--- config.mk ---
export PLATFORM = sky130hd
export DESIGN_NAME = bus_responder_8227
export DESIGN_NICKNAME = d
export VERILOG_FILES = /design/src/rtl/bus_responder_8227.sv
export SDC_FILE = /design/constraint.sdc
export NUM_CORES = 1
export LEC_CHECK = 0
export BUFFER_PORTS_ARGS = -buffer_cell sky130_fd_sc_hd__buf_4
export CORE_UTILIZATION = 43
export CTS_CLUSTER_DIAMETER = 30
export DETAILED_ROUTE_END_ITERATION = 10
export PLACE_DENSITY = 0.69
export SLEW_MARGIN = 20
export SYNTH_ARGS = -nofsm -noshare
export SYNTH_HDL_FRONTEND = slang
export SYNTH_SLANG_ARGS = --single-unit
--- constraint.sdc ---
create_clock -name clk -period 1.97 [get_ports clk]
set_input_delay 0.0985 -clock clk [delete_from_list [all_inputs] [get_ports clk]]
set_output_delay 0.0985 -clock clk [all_outputs]
set_load 0.02 [all_outputs]
--- src/rtl/bus_responder_8227.sv ---
// bus_responder_8227: answers top8227 CPU bus cycles from SRAM (req/ack, 2-deep posted
// write FIFO), fixed vector bytes, and a 16-bit reload timer with a registered active-low IRQ.
// Ports: clk/nrst; CPU bus (cycleStrobe, address, readNotWrite, dataBusSelect,
// dataBusOutput -> dataBusInput, ready, interruptRequest); SRAM (sramReq/We/Addr/Wdata,
// sramRdata, sramAck).
module bus_responder_8227 #(
  parameter logic [15:0] RESET_VECTOR = 16'hF000,
  parameter logic [15:0] NMI_VECTOR   = 16'hF100,
  parameter logic [15:0] IRQ_VECTOR   = 16'hF200,
  parameter logic [15:0] RAM_TOP      = 16'h7FFF
) (
  input  logic        clk,
  input  logic        nrst,
  input  logic        cycleStrobe,
  input  logic [7:0]  addressBusHigh,
  input  logic [7:0]  addressBusLow,
  input  logic        readNotWrite,
  input  logic        dataBusSelect,
  input  logic [7:0]  dataBusOutput,
  output logic [7:0]  dataBusInput,
  output logic        ready,
  output logic        interruptRequest,
  output logic        sramReq,
  output logic        sramWe,
  output logic [15:0] sramAddr,
  output logic [7:0]  sramWdata,
  input  logic [7:0]  sramRdata,
  input  logic        sramAck
);

  typedef enum logic [1:0] {
    IDLE,
    DRAIN,
    RD_REQ
  } state_t;

  state_t state, state_n;

  logic        strobe_d;
  logic [15:0] addr;
  logic        is_ram;
  logic        is_vec;
  logic        is_tmr;
  logic        cap_rd;
  logic        cap_wr;

  logic [15:0] fifo_addr [2];
  logic [7:0]  fifo_data [2];
  logic        wr_ptr;
  logic        rd_ptr;
  logic [1:0]  count;
  logic        full;
  logic        push;
  logic        pop;
  logic        rd_done;
  logic [15:0] rd_addr;

  logic [7:0]  reload_lo;
  logic [7:0]  reload_hi;
  logic        tmr_en;
  logic        irq_en;
  logic        overrun;
  logic        flag;
  logic [15:0] counter;
  logic        flag_set;
  logic        tmr_wr;
  logic        ctrl_wr;
  logic        stat_wr;
  logic        ovr_set;
  logic [7:0]  int_data;

  assign addr    = {addressBusHigh, addressBusLow};
  assign is_ram  = addr <= RAM_TOP;
  assign is_vec  = addr >= 16'hFFFA;
  assign is_tmr  = addr[15:2] == 14'h3400;

  // Reads are only taken while idle: a stalled CPU may re-strobe
  // the same read, which must not restart the SRAM access.
  assign cap_rd  = strobe_d & readNotWrite & (state == IDLE);
  assign cap_wr  = strobe_d & ~readNotWrite & ~dataBusSelect;

  assign full    = count == 2'd2;
  assign push    = cap_wr & is_ram & ~full;
  assign ovr_set = cap_wr & is_ram & full;
  assign pop     = sramAck & (state != RD_REQ) & (count != 2'd0);
  assign rd_done = sramAck & (state == RD_REQ);

  assign tmr_wr  = cap_wr & is_tmr;
  assign ctrl_wr = tmr_wr & (addr[1:0] == 2'd2);
  assign stat_wr = tmr_wr & (addr[1:0] == 2'd3);
  assign flag_set = tmr_en & (counter == 16'd0);

  always_comb begin
    int_data = 8'hFF;
    unique case (1'b1)
      is_vec: begin
        case (addr[2:0])
          3'd2:    int_data = NMI_VECTOR[7:0];
          3'd3:    int_data = NMI_VECTOR[15:8];
          3'd4:    int_data = RESET_VECTOR[7:0];
          3'd5:    int_data = RESET_VECTOR[15:8];
          3'd6:    int_data = IRQ_VECTOR[7:0];
          3'd7:    int_data = IRQ_VECTOR[15:8];
          default: int_data = 8'hFF;
        endcase
      end
      is_tmr: begin
        case (addr[1:0])
          2'd0:    int_data = reload_lo;
          2'd1:    int_data = reload_hi;
          2'd2:    int_data = {overrun, 5'd0, irq_en, tmr_en};
          default: int_data = {7'd0, flag};
        endcase
      end
      default: int_data = 8'hFF;
    endcase
  end

  // A pending read owns the port; otherwise the FIFO head is
  // presented whenever the FIFO holds data.
  always_comb begin
    sramReq   = 1'b0;
    sramWe    = 1'b0;
    sramAddr  = 16'd0;
    sramWdata = 8'd0;
    if (state == RD_REQ) begin
      sramReq  = 1'b1;
      sramAddr = rd_addr;
    end else if (count != 2'd0) begin
      sramReq   = 1'b1;
      sramWe    = 1'b1;
      sramAddr  = fifo_addr[rd_ptr];
      sramWdata = fifo_data[rd_ptr];
    end
  end

  always_comb begin
    state_n = state;
    unique case (state)
      IDLE: begin
        if (cap_rd && is_ram)
          state_n = (count != 2'd0) ? DRAIN : RD_REQ;
      end
      DRAIN: begin
        if (count == 2'd0)
          state_n = RD_REQ;
      end
      RD_REQ: begin
        if (sramAck)
          state_n = IDLE;
      end
      default: state_n = IDLE;
    endcase
  end

  always_ff @(posedge clk or negedge nrst) begin
    if (!nrst) begin
      state <= IDLE;
    end else begin
      state <= state_n;
    end
  end

  always_ff @(posedge clk or negedge nrst) begin
    if (!nrst) begin
      strobe_d     <= 1'b0;
      ready        <= 1'b1;
      dataBusInput <= 8'hFF;
      rd_addr      <= 16'd0;
    end else begin
      strobe_d <= cycleStrobe;
      if (cap_rd) begin
        if (is_ram) begin
          ready   <= 1'b0;
          rd_addr <= addr;
        end else begin
          dataBusInput <= int_data;
        end
      end else if (rd_done) begin
        dataBusInput <= sramRdata;
        ready        <= 1'b1;
      end
    end
  end

  always_ff @(posedge clk or negedge nrst) begin
    if (!nrst) begin
      fifo_addr[0] <= 16'd0;
      fifo_addr[1] <= 16'd0;
      fifo_data[0] <= 8'd0;
      fifo_data[1] <= 8'd0;
      wr_ptr       <= 1'b0;
      rd_ptr       <= 1'b0;
      count        <= 2'd0;
    end else begin
      if (push) begin
        fifo_addr[wr_ptr] <= addr;
        fifo_data[wr_ptr] <= dataBusOutput;
        wr_ptr            <= ~wr_ptr;
      end
      if (pop)
        rd_ptr <= ~rd_ptr;
      case ({push, pop})
        2'b10:   count <= count + 2'd1;
        2'b01:   count <= count - 2'd1;
        default: count <= count;
      endcase
    end
  end

  always_ff @(posedge clk or negedge nrst) begin
    if (!nrst) begin
      reload_lo        <= 8'd0;
      reload_hi        <= 8'd0;
      tmr_en           <= 1'b0;
      irq_en           <= 1'b0;
      overrun          <= 1'b0;
      flag             <= 1'b0;
      counter          <= 16'd0;
      interruptRequest <= 1'b1;
    end else begin
      if (tmr_wr && addr[1:0] == 2'd0)
        reload_lo <= dataBusOutput;
      if (tmr_wr && addr[1:0] == 2'd1)
        reload_hi <= dataBusOutput;
      if (ctrl_wr) begin
        tmr_en <= dataBusOutput[0];
        irq_en <= dataBusOutput[1];
      end
      if (ovr_set)
        overrun <= 1'b1;
      else if (ctrl_wr && dataBusOutput[7])
        overrun <= 1'b0;
      if (ctrl_wr && dataBusOutput[0])
        counter <= {reload_hi, reload_lo};
      else if (tmr_en)
        counter <= flag_set ? {reload_hi, reload_lo}
                            : counter - 16'd1;
      if (flag_set)
        flag <= 1'b1;
      else if (stat_wr && dataBusOutput[0])
        flag <= 1'b0;
      interruptRequest <= ~(flag & irq_en);
    end
  end

endmodule

==> summary.txt <==
Die
  – IO Count: 74
  – Starting Density: 0.443
  – Die ar.: 13500 µm²
  – Die span in x: 116 µm
  – Die Y-Extent: roughly 120 µm
  – # rows: a little over 40
  – Core footprint: 12700 µm²

Setup path
  – Reg2reg start: counter[7]
  – Crit path kind: register to register
  – FF-to-FF setup slack: -0.02 ns
  – Reg2reg path depth: 5
  – Worst Setup EP: counter[15]
  – Worst Setup End Kind: register
  – CP Data Required Time: between 2 and 2.5 ns
  – Startpoint types: register
  – Worst Path Arrival: between 2 and 2.5 ns
  – Worst R2R End: counter[15]
  – CP startpoint: counter[7]
  – CP Max Fanout: 3

Route
  – Antenna Nets Post-Route: 0
  – 1st-iter DRT viols: between 200 and 250
  – Drc violations: 0
  – Via-per-instance ratio: 5.34
  – Total wire length: between 10000 and 15000 µm
  – Routed WL per cell: roughly 17 µm
  – DR vias: between 4000 and 5000
  – Pre-antenna DRT Iters: 4

Pwr
  – VDD IR-drop max: between 1000 and 1500 µV
  – Psw: between 0.003 and 0.004 W
  – Clk pwr share: 0.292
  – Power Density: between 1000 and 1500 nW/µm²
  – Pint: 0.00707 W
  – Sw Ratio: 0.329
  – Overall power: 0.0105 W
  – LEAKAGE: ~3.4 nW
  – Seq pwr share: 0.348
  – Combinational share of power: 0.360

STA
  – RSZ-0062 raised after global routing: true
  – Hold Violations, Final: 0
  – Final Cycle Share: 1.01
  – Setup-failing EPs final: 1
  – Final min period: a little under 2 ns
  – Actual slew at the worst max-slew pin: approximately 0.54 ns
  – Peak Freq: around 500 MHz
  – Slew headroom: 0.642
  – Layout Skew: 0.0134 ns
  – Final WS setup: -0.0172 ns
  – Final Max Tran Viols: 0

Final layout
  – Ant diodes: 0
  – Area growth from synthesis to layout: 36.6%
  – Multi-input logic area: 2680 µm²
  – Highest-count cells in the layout ignoring fill and taps: buf_4 (119), dfrtp_1 (106), mux2_2 (84)
  – Layout cells sized above 1: 0.433
  – Commonest non-fill, non-tap cell in the layout: buf_4
  – Final Cell Area: about 7700 µm²
  – FF+latch area: 2940 µm²
  – Nets: 671
  – Filler cell count in the final layout: 1002

Logic synthesis
  – FF+latch count, synth: between 100 and 150
  – Synth Instances: around 490
  – Sequential fraction of the synthesis area: 0.524
  – Async S/R FF share, synth: 1.00
  – Syn Std Cell Area: 5620 µm²
  – Netlist cell types: 53
  – Main flop type after synthesis: dfrtp_1
  – Yosys Warn Count: 0
  – EDFF count, synth: 0
  – Mapped Nets: approximately 530
  – Syn avg cell area: ~12 µm²

Place
  – DP HPWL: about 9600 µm
  – Placed cell area: 6720 µm²
  – Pre-CTS setup slack: -0.197 ns
  – PortBufs: between 70 and 80
  – GPL Wtd Cong: around 0.87

CTS
  – Root Driver: clkbuf_16
  – Clk buf depth: 2
  – CTS tree: done
  – Later-pin clock latency in the skew report: approximately 0.42 ns
  – Number of H-tree levels: 4
  – Clk pin slew, worst setup/hold paths: about 0.050 ns
  – CTS Buf Count: 17
  – Total clock sinks: about 120

GRT
  – Initial antenna violation count: 0
  – Largest net degree at the start of global routing: 50
  – GRT Resource Usage Total: 0.222
  – GR Overflow Total: 0
  – First-pass GRT wire length: about 23000 µm
  – Vias in the first global route: between 4000 and 5000

Run status
  – Status: finished with violations
  – Failing checks: setup timing

Job
  – Max Cap Viol: 0

Min path
  – Hold Path Class: input port to register
registers in the layout, indices dropped and copies added (netlist names):
name              cells
strobe_d              1
overrun               1
dataBusInput          8
count                 2
irq_en                1
fifo_addr            32
fifo_data            16
counter              16
interruptRequest      1
state                 2
rd_addr              16
ready                 1
reload_hi             8
reload_lo             8
wr_ptr                1
tmr_en                1
flag                  1
rd_ptr                1
worst min path at each step:
stage	slack (ns)	cells after the start	start	to
after floorplan	-0.20	0	nrst	count[0]
after global placement	0.05	1	nrst	counter[12]
after detailed placement	0.06	1	nrst	counter[12]
after CTS	0.03	3	addressBusLow[4]	fifo_addr[4]
after global routing	0.05	3	addressBusLow[3]	rd_addr[3]
final	0.03	3	addressBusLow[3]	fifo_addr[3]
metrics by stage:
step / util / cells / hold WS [ns] / setup TNS (ns)
2_1_floorplan: - / 486 / -0.197 / 0
3_3_place_gp: 0.530 / 759 / 0.0529 / -0.553
3_5_place_dp: 0.530 / 759 / 0.0573 / -1.07
6_report: 0.605 / 816 / 0.0349 / -0.0172
4_1_cts: 0.596 / 813 / 0.0291 / 0
5_1_grt: 0.605 / 816 / 0.0534 / -0.431
kinds of logic (layout without fill, tap and decap cells):
| kind of cell | after synthesis | in the layout | synth area share |
|---|---|---|---|
| AND/OR/NAND/NOR | 134 | 134 | 0.123 |
| flip-flops | 117 | 117 | 0.524 |
| multiplexers | 112 | 112 | 0.221 |
| AO/OA/AOI/OAI | 77 | 77 | 0.0853 |
| buffers and inverters | 29 | 187 | 0.0201 |
| XOR/XNOR | 15 | 15 | 0.0234 |
| adder cells (fa/ha/maj) | 2 | 2 | 0.00446 |
synth_stat cells, types with 8 or more instances:
master | n | area, µm²
xnor2_1 | 9 | 78.8
o21ai_0 | 25 | 125
mux2_2 | 84 | 946
dfstp_2 | 10 | 263
nor2_1 | 33 | 124
clkbuf_1 | 15 | 56.3
a21oi_1 | 21 | 105
nor3_1 | 8 | 40.0
mux2i_1 | 27 | 270
nor4_1 | 8 | 50.1
or3_1 | 11 | 68.8
dfrtp_1 | 107 | 2680
inv_1 | 9 | 33.8
nand2_1 | 41 | 154
worst max-delay path: stages (launching register included):
cell       delay (ns)
dfrtp_1          0.38
or4_4            0.54
nand2b_4         0.16
or3_1            0.31
a311o_1          0.38
a2bb2oi_2        0.13
per-layer routing:
layer | vias to the layer above | share of wire | track usage
met4 | 0 | 0.016 | 0.103
met2 | 106 | 0.49 | 0.348
met1 | 2180 | 0.47 | 0.302
li1 | 2052 | - | -
met3 | 19 | 0.032 | 0.0374
met5 | - | 0 | 0
timing repair:
action / CTS / global route
hold buffers: 21 / 0
gates resized for setup: 8 / 24
pin swaps: 0 / 10
cloned: 0 / 1
endpoints found under the setup margin: 25 / 38
hold endpoints to repair: 85 / 0
buffers inserted: 1 / 2
area by class of cell:
| type | instances | area share |
|---|---|---|
| tap | 172 | 0.0281 |
| clock buffer | 24 | 0.0654 |
| timing repair buffer | 146 | 0.157 |
| sequential | 117 | 0.384 |
| inverter | 9 | 0.00440 |
| clock inverter | 8 | 0.0126 |
| multi-input combinational | 340 | 0.349 |
power by group through the flow:
stage	Sequential [W]	Clock [W]	Combinational, W
after global routing	0.00376	0.00321	0.00408
after CTS	0.00366	0.00312	0.00377
final	0.00367	0.00307	0.00380
after floorplan	0.00368	0	0.00219
after global placement	0.00363	0	0.00364
after detailed placement	0.00369	0	0.00369
Note: power is estimated with default switching activity, not from simulation.
